===== config.mk =====
export PLATFORM = sky130hd
export DESIGN_NAME = mv_fifo
export DESIGN_NICKNAME = d
export VERILOG_FILES = /design/src/rtl/mv_fifo.sv
export SDC_FILE = /design/constraint.sdc
export NUM_CORES = 1
export LEC_CHECK = 0
export ABC_AREA = 0
export BUFFER_PORTS_ARGS = -buffer_cell sky130_fd_sc_hd__buf_4
export CAP_MARGIN = 20
export CORE_MARGIN = 2
export CORE_UTILIZATION = 55
export DETAILED_ROUTE_END_ITERATION = 8
export PLACE_DENSITY = 0.84
export SETUP_SLACK_MARGIN = 0.5
export SYNTH_ARGS = -nofsm -noshare
export SYNTH_HDL_FRONTEND = slang
export SYNTH_SLANG_ARGS = --single-unit

===== constraint.sdc =====
create_clock -name CLK -period 5.8 [get_ports CLK]
set_input_delay 1.16 -clock CLK [delete_from_list [all_inputs] [get_ports CLK]]
set_output_delay 1.16 -clock CLK [all_outputs]
set_load 0.01 [all_outputs]

===== src/rtl/mv_fifo.sv =====
// mv_fifo: DEPTH-entry first-word-fall-through FIFO of packed (h, v) motion vectors.
// Optional build-time macro MV_CLAMP_EN saturates each component to +/-MV_LIMIT on write.
module mv_fifo #(
  parameter int COMP_W   = 4,
  parameter int DEPTH    = 4,
  parameter int MV_LIMIT = 7
) (
  input  logic                     CLK,
  input  logic                     RST_ASYNC_N,
  input  logic                     FLUSH,
  input  logic                     IN_VALID,
  output logic                     IN_READY,
  input  logic [2*COMP_W-1:0]      IN_MV,
  output logic                     OUT_VALID,
  input  logic                     OUT_READY,
  output logic [2*COMP_W-1:0]      OUT_MV,
  output logic signed [COMP_W-1:0] OUT_MV_H,
  output logic signed [COMP_W-1:0] OUT_MV_V,
  output logic [$clog2(DEPTH):0]   COUNT,
  output logic                     CLAMP_HIT
);

  localparam int AW = $clog2(DEPTH);
  localparam int CW = AW + 1;
  localparam int MW = 2 * COMP_W;
  localparam logic [CW-1:0] FULL_CNT = CW'(DEPTH);

  logic [MW-1:0] mem [DEPTH];
  logic [AW-1:0] wr_ptr;
  logic [AW-1:0] rd_ptr;
  logic [CW-1:0] count;
  logic [MW-1:0] wr_data;
  logic [MW-1:0] head;
  logic          push;
  logic          pop;

  // Handshake flags depend on stored state only, so neither side sees a
  // combinational path from the other side's inputs.
  assign IN_READY  = (count != FULL_CNT);
  assign OUT_VALID = (count != '0);
  assign push      = IN_VALID && IN_READY;
  assign pop       = OUT_VALID && OUT_READY;
  assign COUNT     = count;

  assign head     = OUT_VALID ? mem[rd_ptr] : '0;
  assign OUT_MV   = head;
  assign OUT_MV_H = head[MW-1:COMP_W];
  assign OUT_MV_V = head[COMP_W-1:0];

`ifdef MV_CLAMP_EN
  localparam logic signed [COMP_W-1:0] LIM  = COMP_W'(MV_LIMIT);
  localparam logic signed [COMP_W-1:0] NLIM = -LIM;

  logic signed [COMP_W-1:0] h_in;
  logic signed [COMP_W-1:0] v_in;
  logic signed [COMP_W-1:0] h_sat;
  logic signed [COMP_W-1:0] v_sat;
  logic                     clamp_chg;
  logic                     clamp_hit_q;

  // Components saturate independently; the most negative code lands on -LIM.
  always_comb begin
    h_in  = IN_MV[MW-1:COMP_W];
    v_in  = IN_MV[COMP_W-1:0];
    h_sat = h_in;
    v_sat = v_in;
    if (h_in > LIM)       h_sat = LIM;
    else if (h_in < NLIM) h_sat = NLIM;
    if (v_in > LIM)       v_sat = LIM;
    else if (v_in < NLIM) v_sat = NLIM;
    wr_data   = {h_sat, v_sat};
    clamp_chg = (wr_data != IN_MV);
  end

  always_ff @(posedge CLK or negedge RST_ASYNC_N) begin
    if (!RST_ASYNC_N) begin
      clamp_hit_q <= 1'b0;
    end else begin
      clamp_hit_q <= push && clamp_chg && !FLUSH;
    end
  end

  assign CLAMP_HIT = clamp_hit_q;
`else
  assign wr_data   = IN_MV;
  assign CLAMP_HIT = 1'b0;
`endif

  always_ff @(posedge CLK or negedge RST_ASYNC_N) begin
    if (!RST_ASYNC_N) begin
      for (int unsigned i = 0; i < DEPTH; i++) mem[i] <= '0;
      wr_ptr <= '0;
      rd_ptr <= '0;
      count  <= '0;
    end else if (FLUSH) begin
      for (int unsigned i = 0; i < DEPTH; i++) mem[i] <= '0;
      wr_ptr <= '0;
      rd_ptr <= '0;
      count  <= '0;
    end else begin
      if (push) begin
        mem[wr_ptr] <= wr_data;
        wr_ptr      <= wr_ptr + 1'b1;
      end
      if (pop) begin
        rd_ptr <= rd_ptr + 1'b1;
      end
      case ({push, pop})
        2'b10:   count <= count + 1'b1;
        2'b01:   count <= count - 1'b1;
        default: count <= count;
      endcase
    end
  end

endmodule

==> summary.md <==
| Metric | Value |
|---|---|
| Final Instance Area | 2620 um^2 |
| Final worst path period share | 53.3% |
| Wirelength per Cell | 15.9 um |
| H-tree level count | 2 |
| Async SR Flop Fraction | 100% |
| Final nets | 243 |
| Logic pwr share | 22.7% |
| Top cell type's share of synthesized area | 41.6% |
| Post-CTS Resized | 0 |
| Clock Root Buffer | clkbuf_8 |
| Synthesized Nets | 226 |
| Initial core utilization | 57.8% |
| Leakage power | 1.27 nW |
| Design internal power | 0.000476 W |
| Port-buffer cells | 33 |
| Switch share | 30.0% |
| Vias in the first global route | 1,597 |
| Total core area | 4060 um^2 |
| Setup Buffers After CTS | 0 |
| Vias per cell | 5.66 |
| Worst Hold Launch | mem[13] |
| Worst EP arrival | 1.93 ns |
| Crit start category | flop |
| Seq/Total Area, Yosys | 41.6% |
| Min Clock Period, post-route | 3.09 ns |
| Critical path fanouts, max | 10 |
| Num rows | 23 |
| Synthesis-to-layout area growth | 11.6% |
| Max-slew headroom | 61.6% |
| Worst skew pair latency | 0.30 ns |
| Commonest non-fill, non-tap cells in the layout | 40 x nand2b_1, 39 x dfrtp_1, 33 x buf_4 |
| Final ANT Viol Nets | 0 |
| Drt first pass iters | 4 |
| Status | complete, no violations |
| Setup Crit Path Kind | flop to output port |
| GP Congestion | 0.807 |
| CTS tree | built |
| Commonest non-fill, non-tap cell in the layout | nand2b_1 |
| Cell Area, Synth | 2340 um^2 |
| Max_cap viols | 0 |
| Number of synthesized flops with an enable pin | 0 |
| Syn Inst Count | 208 |
| Synth warn | 0 |
| Top FF cell, synth | dfrtp_1 |
| Final Hold Viols | 0 |
| Critical Path RT | 4.64 ns |
| Layout cells sized above 1 | 26.1% |
| CP startpoint | rd_ptr[0] |
| First-pass GRT wire length | 7550 um |
| Clk sink count | 39 |
| Detailed Route Iter0 Violations | 131 |
| Mean Syn Cell Area | 11.3 um^2 |
| Final Slew Violations | 0 |
| RSZ-0062 raised after global routing | false |
| Post-Route Setup TNS | 0 ns |
| DRT Wirelength | 4400 um |
| Synth area leaders | dfrtp_1 42%, mux2i_1 14%, nand2b_1 11%, mux4_2 7.7%, buf_4 2.9% |
| Antenna violations before repair | 0 |
| CTS buffer count | 5 |
| Die area | 4800 um^2 |
| Distinct cells, synth | 39 |
| Min-delay worst type | flop to flop |
| Worst slew pin tran | 0.577 ns |
| GRT overflow | 0 |
| Post-DP Area | 2510 um^2 |
| Fill cells | 338 |
| R2r setup slk | 3.26 ns |
| Clk pin slew, worst setup/hold paths | 0.08 ns |
| Via Count | 1,561 |
| IO Pins | 35 |
| Sw Pwr | 0.000203 W |
| Final clock skew | 0.00763 ns |
| DPL Wire Length | 2970 um |
| FF+latch count, synth | 39 |
| Antenna cells | 0 |
| Gr usage total | 20.1% |
| Final Util | 64.4% |
| Largest net degree at the start of global routing | 48 |
| Finish-stage setup viols | 0 |
| Yosys top cell by area | dfrtp_1 |
| Register share of total power | 46.8% |
| Pwr dens | 260 nW/um^2 |
| Clock network fraction of design power | 30.4% |
| Max frequency | 324 MHz |
| DR DRC count | 0 |
| Critical Path Sink Type | output port |
| CTS max path bufs | 2 |
| Peak supply drop | 0.000144 V |
| Die Width | 69.3 um |
| FF-to-FF Start | COUNT[0] |
| CTS Hold Bufs | 0 |
| Die Height | 69.3 um |
-- cell type report --
| class | instances | area (um^2) | area share, % |
|---|---|---|---|
| multi-input combinational | 138 | 1190 | 45.7 |
| sequential | 39 | 976 | 37.3 |
| timing repair buffer | 33 | 248 | 9.47 |
| clock buffer | 7 | 96.3 | 3.68 |
| tap | 50 | 62.6 | 2.39 |
| inverter | 8 | 30.0 | 1.15 |
| clock inverter | 1 | 7.51 | 0.287 |
-- power groups by stage --
| stage | clock, W | sequential, W | combinational [W] |
|---|---|---|---|
| after floorplan | 0 | 0.000304 | 0.000127 |
| after global placement | 0 | 0.000323 | 0.000152 |
| after detailed placement | 0 | 0.000324 | 0.000155 |
| after CTS | 0.000214 | 0.000318 | 0.000156 |
| after global routing | 0.000222 | 0.000323 | 0.000169 |
| final | 0.000207 | 0.000318 | 0.000154 |
-- path summary, 6_finish.rpt --
| check | to | depth (start not counted) |
|---|---|---|
| worst max-delay path | OUT_MV_H[2] | 3 |
| worst min-delay path | mem[13] | 2 |
| worst max register to register | COUNT[2] | 7 |
| worst min register to register | mem[13] | 2 |
| max in group asynchronous | mem[30] | 1 |
| min in group asynchronous | mem[2] | 1 |
-- metal layers --
layer | share of wire [%] | track usage, % | vias up
met2 | 50 | 34.3 | 28
li1 | - | - | 740
met1 | 44 | 24.2 | 786
met4 | 2.0 | 8.50 | 0
met3 | 3.4 | 4.80 | 7
met5 | 0 | 0 | -
-- cell usage after synthesis, drive strengths merged, types with 2 or more instances --
master and number:
a21oi 3, and3 3, buf 17, clkbuf 6, dfrtp 39, ha 4
inv 8, mux2i 32, mux4 8, nand2b 40, nand3 7, nor2 7
nor2b 9, o211ai 2, o21ai 4, xor2 2
-- state kept, by name, indices dropped and copies added, names as in the netlist --
name    cells
wr_ptr      2
rd_ptr      2
mem        32
COUNT       3
-- critical path, cell delays in order (launching register included) --
cell	delay (ns)
dfrtp_1	0.71
mux4_2	0.56
nor2b_1	0.17
buf_4	0.18
-- kinds of logic (layout without fill, tap and decap cells) --
kind of cell | count (synthesis) | in the layout | share of synthesized area, %
AOI/OAI and AO/OA | 17 | 17 | 4.91
adders and majority gates | 5 | 5 | 2.99
buffers and inverters | 31 | 49 | 7.37
DFF | 39 | 39 | 41.6
xor gates and xnor gates | 3 | 3 | 1.12
and+or+nand+nor | 71 | 71 | 20.0
other | 1 | 1 | 0.160
muxes | 41 | 41 | 21.8
-- metrics by stage --
| step | setup slack [ns] | instances | total power [W] | hold slack [ns] |
|---|---|---|---|---|
| global placement | 2.97 | 268 | 0.000474 | 0.524 |
| detailed placement | 2.90 | 268 | 0.000479 | 0.532 |
| finish | 2.71 | 276 | 0.000679 | 0.544 |
| global route | 2.56 | 276 | 0.000713 | 0.563 |
| floorplan | 3.09 | 208 | 0.000431 | 0.510 |
| CTS | 2.66 | 276 | 0.000689 | 0.547 |
(Power assumes the default switching activity.)
